<file path="src/rtl/ifu_pkg.sv">
// Shared definitions for the instruction fetch unit: FSM state encoding,
// default address/data widths and the FIFO entry width helper.
package ifu_pkg;

  typedef enum logic [1:0] {
    IDLE  = 2'd0,
    REQ   = 2'd1,
    DRAIN = 2'd2
  } ifu_state_e;

  localparam int IFU_AW = 16;
  localparam int IFU_DW = 16;

  // A buffered entry carries {pc, instruction word}.
  function automatic int entry_width(input int aw, input int dw);
    return aw + dw;
  endfunction

endpackage

</file>
<file path="src/rtl/ifu_fifo.sv">
// Prefetch FIFO: power-of-two depth, synchronous clear that beats push/pop,
// head word visible combinationally (zero while empty).
module ifu_fifo #(
  parameter int DEPTH = 2,
  parameter int W     = 32
) (
  input  logic                   Clk,
  input  logic                   Reset,
  input  logic                   clear,
  input  logic                   push,
  input  logic                   pop,
  input  logic [W-1:0]           din,
  output logic [W-1:0]           dout,
  output logic                   full,
  output logic                   empty,
  output logic [$clog2(DEPTH):0] count
);

  localparam int PW = $clog2(DEPTH);
  localparam int CW = PW + 1;

  logic [W-1:0]  mem_reg [DEPTH];
  logic [PW-1:0] wr_ptr_reg, rd_ptr_reg;
  logic [CW-1:0] count_reg;
  logic          push_ok, pop_ok;

  assign full    = (count_reg == CW'(DEPTH));
  assign empty   = (count_reg == '0);
  assign count   = count_reg;
  assign push_ok = push && !full;
  assign pop_ok  = pop && !empty;
  assign dout    = empty ? '0 : mem_reg[rd_ptr_reg];

  always_ff @(posedge Clk) begin
    if (push_ok) mem_reg[wr_ptr_reg] <= din;
  end

  // Pointers wrap naturally because DEPTH is a power of two.
  always_ff @(posedge Clk or negedge Reset) begin
    if (!Reset) begin
      wr_ptr_reg <= '0;
      rd_ptr_reg <= '0;
      count_reg  <= '0;
    end else if (clear) begin
      wr_ptr_reg <= '0;
      rd_ptr_reg <= '0;
      count_reg  <= '0;
    end else begin
      if (push_ok) wr_ptr_reg <= wr_ptr_reg + PW'(1);
      if (pop_ok)  rd_ptr_reg <= rd_ptr_reg + PW'(1);
      if (push_ok && !pop_ok)      count_reg <= count_reg + CW'(1);
      else if (pop_ok && !push_ok) count_reg <= count_reg - CW'(1);
    end
  end

endmodule

</file>
<file path="src/rtl/inst_fetch_unit.sv">
// Instruction fetch unit: PC -> memory req/ack -> prefetch FIFO -> decoder.
// Define IFU_PERF_CNT_EN to add the perf_fetched / perf_stall counters.
module inst_fetch_unit
  import ifu_pkg::*;
#(
  parameter int DEPTH = 2,
  parameter int AW    = IFU_AW,
  parameter int DW    = IFU_DW
) (
  input  logic          Clk,
  input  logic          Reset,
  input  logic [AW-1:0] PCResult,
  output logic          PCWrite,
  output logic          mem_req,
  output logic [AW-1:0] mem_addr,
  input  logic          mem_ack,
  input  logic [DW-1:0] mem_rdata,
  input  logic          flush,
  output logic          instr_valid,
  input  logic          instr_ready,
  output logic [DW-1:0] instr_data,
  output logic [AW-1:0] instr_pc
`ifdef IFU_PERF_CNT_EN
  ,
  output logic [15:0]   perf_fetched,
  output logic [15:0]   perf_stall
`endif
);

  localparam int EW = entry_width(AW, DW);
  localparam int CW = $clog2(DEPTH) + 1;

  ifu_state_e    state_reg, state_next;
  logic [AW-1:0] addr_reg, addr_next;
  logic [CW-1:0] fifo_count, count_after;
  logic          fifo_full, fifo_empty;
  logic          push, pop;
  logic [EW-1:0] fifo_dout;

  assign push        = (state_reg == REQ) && mem_ack && !flush;
  assign pop         = instr_valid && instr_ready && !flush;
  assign count_after = fifo_count + CW'(1) - CW'(pop);
  assign PCWrite     = push;
  assign mem_req     = (state_reg != IDLE);
  assign mem_addr    = addr_reg;
  assign instr_valid = !fifo_empty;
  assign instr_pc    = fifo_dout[EW-1:DW];
  assign instr_data  = fifo_dout[DW-1:0];

  ifu_fifo #(.DEPTH(DEPTH), .W(EW)) u_fifo (
    .Clk   (Clk),
    .Reset (Reset),
    .clear (flush),
    .push  (push),
    .pop   (pop),
    .din   ({addr_reg, mem_rdata}),
    .dout  (fifo_dout),
    .full  (fifo_full),
    .empty (fifo_empty),
    .count (fifo_count)
  );

  always_ff @(posedge Clk or negedge Reset) begin
    if (!Reset) begin
      state_reg <= IDLE;
      addr_reg  <= '0;
    end else begin
      state_reg <= state_next;
      addr_reg  <= addr_next;
    end
  end

  always_comb begin
    state_next = state_reg;
    addr_next  = addr_reg;
    unique case (state_reg)
      IDLE: begin
        if (!flush && !fifo_full) begin
          state_next = REQ;
          addr_next  = PCResult;
        end
      end
      REQ: begin
        if (flush) begin
          state_next = mem_ack ? IDLE : DRAIN;
        end else if (mem_ack) begin
          if (count_after < CW'(DEPTH)) begin
            // PCWrite advances the PC on this same edge, so take the value it will hold.
            state_next = REQ;
            addr_next  = PCResult + AW'(1);
          end else begin
            state_next = IDLE;
          end
        end
      end
      DRAIN: begin
        if (mem_ack) state_next = IDLE;
      end
      default: state_next = IDLE;
    endcase
  end

`ifdef IFU_PERF_CNT_EN
  logic [15:0] fetched_reg, stall_reg;

  always_ff @(posedge Clk or negedge Reset) begin
    if (!Reset) begin
      fetched_reg <= '0;
      stall_reg   <= '0;
    end else begin
      if (pop && fetched_reg != 16'hFFFF) fetched_reg <= fetched_reg + 16'd1;
      if (!instr_valid && instr_ready && stall_reg != 16'hFFFF) stall_reg <= stall_reg + 16'd1;
    end
  end

  assign perf_fetched = fetched_reg;
  assign perf_stall   = stall_reg;
`endif

endmodule

</file>
<file path="config.mk">
export PLATFORM = sky130hd
export DESIGN_NAME = inst_fetch_unit
export DESIGN_NICKNAME = d
export VERILOG_FILES = /design/src/rtl/ifu_pkg.sv /design/src/rtl/ifu_fifo.sv /design/src/rtl/inst_fetch_unit.sv
export SDC_FILE = /design/constraint.sdc
export NUM_CORES = 1
export LEC_CHECK = 0
export ABC_CLOCK_PERIOD_IN_PS = 5850
export BUFFER_PORTS_ARGS = -buffer_cell sky130_fd_sc_hd__buf_2
export CAP_MARGIN = 20
export CORE_MARGIN = 4
export CORE_UTILIZATION = 42
export CTS_CLUSTER_DIAMETER = 80
export DETAILED_ROUTE_END_ITERATION = 10
export PLACE_DENSITY = 0.67
export SETUP_SLACK_MARGIN = 0.02
export SLEW_MARGIN = 10
export SYNTH_ARGS = -nofsm -noshare
export SYNTH_HDL_FRONTEND = slang
export SYNTH_SLANG_ARGS = --single-unit
</file>
<file path="constraint.sdc">
create_clock -name Clk -period 5.85 [get_ports Clk]
set_clock_uncertainty 0.15 [all_clocks]
set_input_delay 0.2925 -clock Clk [delete_from_list [all_inputs] [get_ports Clk]]
set_output_delay 0.2925 -clock Clk [all_outputs]
set_load 0.05 [all_outputs]
</file>
Word-level counts from Yosys, hierarchy flattened
Memories as Yosys holds them, arrays and structs flattened.
Cells that the tools add are included.
{"block": "classes", "addsub": 6, "mul": 0, "div_mod_pow": 0, "n_lt_le_gt_ge": 1, "n_eq_ne": 9, "shifts": 0, "muxes": 22, "bitwise_logic": 0, "n_reduce_logical": 23}
{"op": "16-bit two-way mux", "count": 4}
{"op": "32-bit two-way mux", "count": 1}
{"op": "16-bit case mux with 2 select lines", "count": 1}
{"op": "16-bit by 1-bit adder with 16-bit output (second input constant)", "count": 1}
{"op": "2-bit two-way mux", "count": 8}
{"op": "1-bit logical AND", "count": 9}
{"op": "2-bit inequality test (second input constant)", "count": 4}
{"op": "2-bit nonzero test", "count": 4}
{"op": "1-bit two-way mux", "count": 7}
{"op": "2-bit case mux with 3 select lines", "count": 1}
{"op": "1-bit zero test", "count": 5}
{"op": "5-bit AND reduction", "count": 1}
{"op": "2-bit equality test (second input constant)", "count": 2}
{"op": "2-bit zero test", "count": 2}
{"op": "3-bit inequality test (second input constant)", "count": 1}
{"op": "3-bit AND reduction", "count": 1}
{"op": "3-bit nonzero test", "count": 1}
{"op": "1-bit adder (second input constant)", "count": 2}
{"op": "2-bit by 1-bit adder with 2-bit output (second input constant)", "count": 1}
{"op": "2-bit by 1-bit equality test with 1-bit output (second input constant)", "count": 1}
{"op": "2-bit less-than comparator (second input constant)", "count": 1}
{"op": "2-bit by 1-bit inequality test with 1-bit output (second input constant)", "count": 1}
{"op": "2-bit by 1-bit subtractor with 2-bit output", "count": 1}
{"op": "2-bit by 1-bit subtractor with 2-bit output (second input constant)", "count": 1}
{"block": "totals", "register_bits": 22, "latchBits": 0, "ramBits": 64, "mem_bits_ro": 0, "inputBits": 37, "out_inout_bits": 51, "memories": 1}
{"name": "u_fifo.mem_reg", "words": 2, "width": 32, "rd": 1, "rd_clocked_by_memory_dff": 0, "write_ports": 1, "line_no": "ifu_fifo.sv:22", "rtl": "logic [W-1:0] mem_reg [DEPTH];"}

Longest topological paths before layout
{"block": "logic_depth", "word_depth": 10, "ltp_mapped": 9}

Hierarchy
From an unflattened synthesis, not the netlist that was laid out.
{"block": "unflattened", "cells_unflattened": 253, "area_unflattened_um2": 3677.3}
{"module": "ifu_fifo", "instances": 1, "cells_per_inst": 159, "area_each_um2": 2610.0, "seq_area_each_um2": 2021.9}
{"module": "inst_fetch_unit", "instances": 1, "cells_per_inst": 94, "area_each_um2": 1067.3, "seq_area_each_um2": 450.4}

Worst setup path before layout
No wires, ideal clock.
{"block": "synth_path", "path_type": "register to register", "from": "reg state_reg[0]", "to": "mem u_fifo.mem_reg[1][0], enable pin", "setup_time_ps": 392, "arrival_ps": 2114, "t_required_ps": 5308, "slack_ps": 3194, "stages_incl_launch_ff": 6, "path_buffers": 1, "period_less_slack_ps": 2656, "cell_sequence": "dfrtp_1 > nor2b_1 > buf_4 > and3b_2 > nor2b_4 > and2_1"}
{"block": "synth_between", "elab_chain_len": 6}
{"element": "start, declared", "line_no": "inst_fetch_unit.sv:33", "rtl": "ifu_state_e state_reg, state_next;"}
{"element": "start signal, assigned", "line_no": "inst_fetch_unit.sv:68", "rtl": "state_reg <= state_next;"}
{"element": "2-bit by 1-bit equality test with 1-bit output", "line_no": "inst_fetch_unit.sv:40", "rtl": "assign push = (state_reg == REQ) && mem_ack && !flush;"}
{"element": "1-bit logical AND (2 in series)", "line_no": "inst_fetch_unit.sv:40"}
{"element": "named net PCWrite", "line_no": "inst_fetch_unit.sv:13", "rtl": "output logic PCWrite,"}
{"element": "1-bit logical AND", "line_no": "ifu_fifo.sv:30", "rtl": "assign push_ok = push && !full;"}
{"element": "1-bit two-way mux", "line_no": "ifu_fifo.sv:35", "rtl": "if (push_ok) mem_reg[wr_ptr_reg] <= din;"}
{"element": "1-bit two-way mux (implied by the code)", "line_no": "ifu_fifo.sv:35"}
{"element": "end, declared", "line_no": "ifu_fifo.sv:22"}
The timed path passes the listed nets, and every way through them passes these cells.

Final worst setup path
{"block": "layout_path", "from": "reg u_fifo.count_reg[0] (netlist: u_fifo.count[0])", "to": "reg addr_reg[0] (netlist: mem_addr[0])"}
{"block": "layout_between", "elab_chain_len": 8, "word_cells_on_any_way": 13}
{"element": "start, declared", "line_no": "ifu_fifo.sv:24", "rtl": "logic [CW-1:0] count_reg;"}
{"element": "start signal, assigned", "line_no": "ifu_fifo.sv:51", "rtl": "if (push_ok && !pop_ok) count_reg <= count_reg + CW'(1);"}
{"element": "start signal, assigned", "line_no": "ifu_fifo.sv:52", "rtl": "else if (pop_ok && !push_ok) count_reg <= count_reg - CW'(1);"}
{"element": "2-bit zero test", "line_no": "ifu_fifo.sv:28", "rtl": "assign empty = (count_reg == '0);"}
{"element": "1-bit zero test", "line_no": "inst_fetch_unit.sv:46", "rtl": "assign instr_valid = !fifo_empty;"}
{"element": "1-bit logical AND (2 in series)", "line_no": "inst_fetch_unit.sv:41", "rtl": "assign pop = instr_valid && instr_ready && !flush;"}
{"element": "2-bit by 1-bit subtractor with 2-bit output", "line_no": "inst_fetch_unit.sv:42", "rtl": "assign count_after = fifo_count + CW'(1) - CW'(pop);"}
{"element": "2-bit less-than comparator", "line_no": "inst_fetch_unit.sv:87", "rtl": "if (count_after < CW'(DEPTH)) begin"}
{"element": "2-bit by 1-bit inequality test with 1-bit output (no line)"}
{"element": "5-bit AND reduction (no line) (*)"}
{"element": "end signal, assigned", "line_no": "inst_fetch_unit.sv:69", "rtl": "addr_reg <= addr_next;"}
{"element": "end, declared", "line_no": "inst_fetch_unit.sv:34", "rtl": "logic [AW-1:0] addr_reg, addr_next;"}
Every way passes the cells marked *; elsewhere a longest branch is shown, timed or not.
A chain may end at the register's enable or synchronous reset.

==> metrics.txt <==
WL per Instance 14.5 um; First DRT Iteration DRCs 51; fraction of registers with async set/reset 25.6%; worst relative slew slack 32.7%; total number of clock tree sinks 86; peak ir drop on the vdd network 257 uV; share of final-layout standard cells stronger than drive strength 1 between 20% and 30%; TritonCTS clock tree built; max-cap violation count 0; final critical-path setup slack approximately 2900 ps; effective utilization at floorplan 42.9%; number of warning messages in the yosys log 0; clock transition at the registers of the reported paths 80 ps; DP Wirelength just under 5000 um; Detailed Routing Iterations Pass 1 4; Min-Delay Path Class in -> reg; Crit Path Class reg -> reg; Ports 88; worst slew pin tran 1010 ps; Clk Latency, worst-skew pair ~330 ps; placement row count 34; Filler cells 771; Worst setup SP type flip-flop; sequential cell area 2470 sq um; cell taking the most area after synthesis sky130_fd_sc_hd__edfxtp_1; top cells by instance count after synthesis sky130_fd_sc_hd__edfxtp_1 (64), sky130_fd_sc_hd__nor2_1 (40), sky130_fd_sc_hd__mux2i_1 (33); unrepaired setup endpoints after global routing false; number of buffers added to fix hold violations after cts 18; area of the multi-input gates about 1100 sq um; final hold vios 0; setup_tns 0 ps; Post-CTS Repair Setup Buffers 0; post-cts resize count 0; upper clock frequency limit 344 MHz; Final period util slightly below 50%; flops & latches, synth 86; Synth top area share about half; maximum number of pins on one net before global-route repair 36; via count 2,390; die height roughly 100 um; number of distinct library cells after synthesis 36; endpoint arrival time on the critical path 2930 ps; Net Count, Synth 317; number of enable-type register cells in the synthesized netlist 64; total wire length 7140 um; Placed Instances 460; number of max-slew violations in the final report 0; Static Leak 0.00181 uW; power per cell area 505 nW/um^2; number of buffers created by CTS 9; Cell Chain, Critical Path inv_1, ha_1, buf_4, and4bb_1, nor3b_2, o31ai_4, o21ai_0; final layout net count around 420; Layout Area Growth over Synthesis 23.9%; flip-flop count of the largest register, all copies and words added 64; Die X 102 um; cell area after technology mapping roughly 3700 sq um; average instance area after synthesis 13.4 sq um; CP peak stage delay 850 ps; top post-synthesis cells by area sky130_fd_sc_hd__edfxtp_1 (52%), sky130_fd_sc_hd__dfrtp_1 (15%), sky130_fd_sc_hd__mux2i_1 (8.9%); Core Area 8640 sq um; register area share after synthesis 66.7%; buffer levels on the longest clock path 2; total global routing overflow 0; most numerous cell in the Yosys netlist sky130_fd_sc_hd__edfxtp_1; post-detailed-route count of antenna-violating nets 0; critical-path cell with the highest stage delay sky130_fd_sc_hd__o31ai_4; endpoint kind of the worst setup timing path flip-flop; average vias per placed instance 4.84; maximum fanout along the worst path 35; number of buffers inserted by port buffering 87; shortest clock period the worst path allows after layout 2910 ps; gpl congestion 0.770; dpl ws 2920 ps; number of remaining DRC errors 0; Max H-tree Level 3; most used flip-flop cell after synthesis sky130_fd_sc_hd__edfxtp_1; Final Setup Violations 0; master cell of the clock root buffer sky130_fd_sc_hd__clkbuf_8; vias in the first global route ~2,400; cells after synthesis 277; wire length of the first global-routing pass 11,300 um; die area around 10,000 sq um; outcome completed; Final Core Density between 50% and 60%; global-route total usage across every layer approximately 14%; count of inserted antenna diode cells 0; required time at the worst-slack endpoint 5870 ps; antenna violations before repair 0; Cell Count, Final, Fillers Out 494
worst max-delay path: cells and delay by family (launching register included):
kind	cells	cell delay, ps
compound gates	2	1080
simple gates	2	490
buf+inv	2	460
flops	1	380
fa+ha+maj	1	170
through the flow:
| step | hold slack, ps | power (uW) | area [sq um] |
|---|---|---|---|
| 3_5_place_dp | 128 | 1950 | 4220 |
| 2_1_floorplan | -153 | 1700 | 3710 |
| 4_1_cts | 61.6 | 2350 | 4590 |
| 5_1_grt | 77.2 | 2450 | 4590 |
| 3_3_place_gp | 127 | 1940 | 4220 |
| 6_report | 73.4 | 2320 | 4590 |
cell type report:
cell class	count	share of cell area (%)
clock buffers	11	3.32
clock inverters	5	0.817
inverters	4	0.327
multi-input cells	173	25.0
flip-flops and latches	86	53.8
well taps	108	2.94
repair buffers	107	13.7
routing by layer:
| metal | vias to the layer above | global-route usage, % | wire length, um | share of wire [%] |
|---|---|---|---|---|
| li1 | 1201 | - | - | - |
| met1 | 1130 | 18.0 | 3180 | 45 |
| met2 | 52 | 24.3 | 3530 | 49 |
| met3 | 7 | 2.46 | 335 | 4.7 |
| met4 | 0 | 4.84 | 88 | 1.2 |
| met5 | - | 0 | 0 | 0 |
final timing paths:
path,startpoint,to,slack [ps],cells after the start
worst max-delay path,u_fifo.count[0],mem_addr[0],2940,7
worst min-delay path,flush,u_fifo.rd_ptr_reg,70,2
worst max register to register,u_fifo.count[0],mem_addr[0],2940,7
worst min register to register,mem_addr[9],u_fifo.mem_reg[0][25],350,0
max in group asynchronous,Reset,u_fifo.rd_ptr_reg,4910,2
min in group asynchronous,Reset,mem_addr[9],280,2
where the power goes:
group / leakage (uW) / total, uW / internal (uW) / switching, uW
registers: 0.000857 / 902 / 784 / 118
logic: 0.000862 / 1030 / 262 / 771
clock network: 0.0000963 / 387 / 184 / 203
layout by cell type, fill, tap and decap left out, types with 3 or more instances in the layout:
cell and instances:
sky130_fd_sc_hd__a21oi_1 3, sky130_fd_sc_hd__and3_1 3, sky130_fd_sc_hd__buf_2 87, sky130_fd_sc_hd__clkbuf_8 9
sky130_fd_sc_hd__dfrtp_1 21, sky130_fd_sc_hd__dlygate4sd3_1 18, sky130_fd_sc_hd__edfxtp_1 64, sky130_fd_sc_hd__ha_1 3
sky130_fd_sc_hd__inv_1 4, sky130_fd_sc_hd__mux2i_1 33, sky130_fd_sc_hd__nand2_1 22, sky130_fd_sc_hd__nand3_1 5
sky130_fd_sc_hd__nand4_1 4, sky130_fd_sc_hd__nor2_1 40, sky130_fd_sc_hd__nor2b_1 3, sky130_fd_sc_hd__nor3_1 4
sky130_fd_sc_hd__o21ai_0 13, sky130_fd_sc_hd__xnor2_1 12, sky130_fd_sc_hd__xor2_1 7
cells by family after synthesis:
| family | synth area share [%] |
|---|---|
| AOI/OAI and AO/OA | 3.64 |
| xor gates and xnor gates | 4.49 |
| adders and majority gates | 1.01 |
| buffers and inverters | 2.33 |
| DFF | 66.7 |
| muxes | 8.91 |
| and+or+nand+nor | 12.9 |
Power figures use the tool's default switching activity.
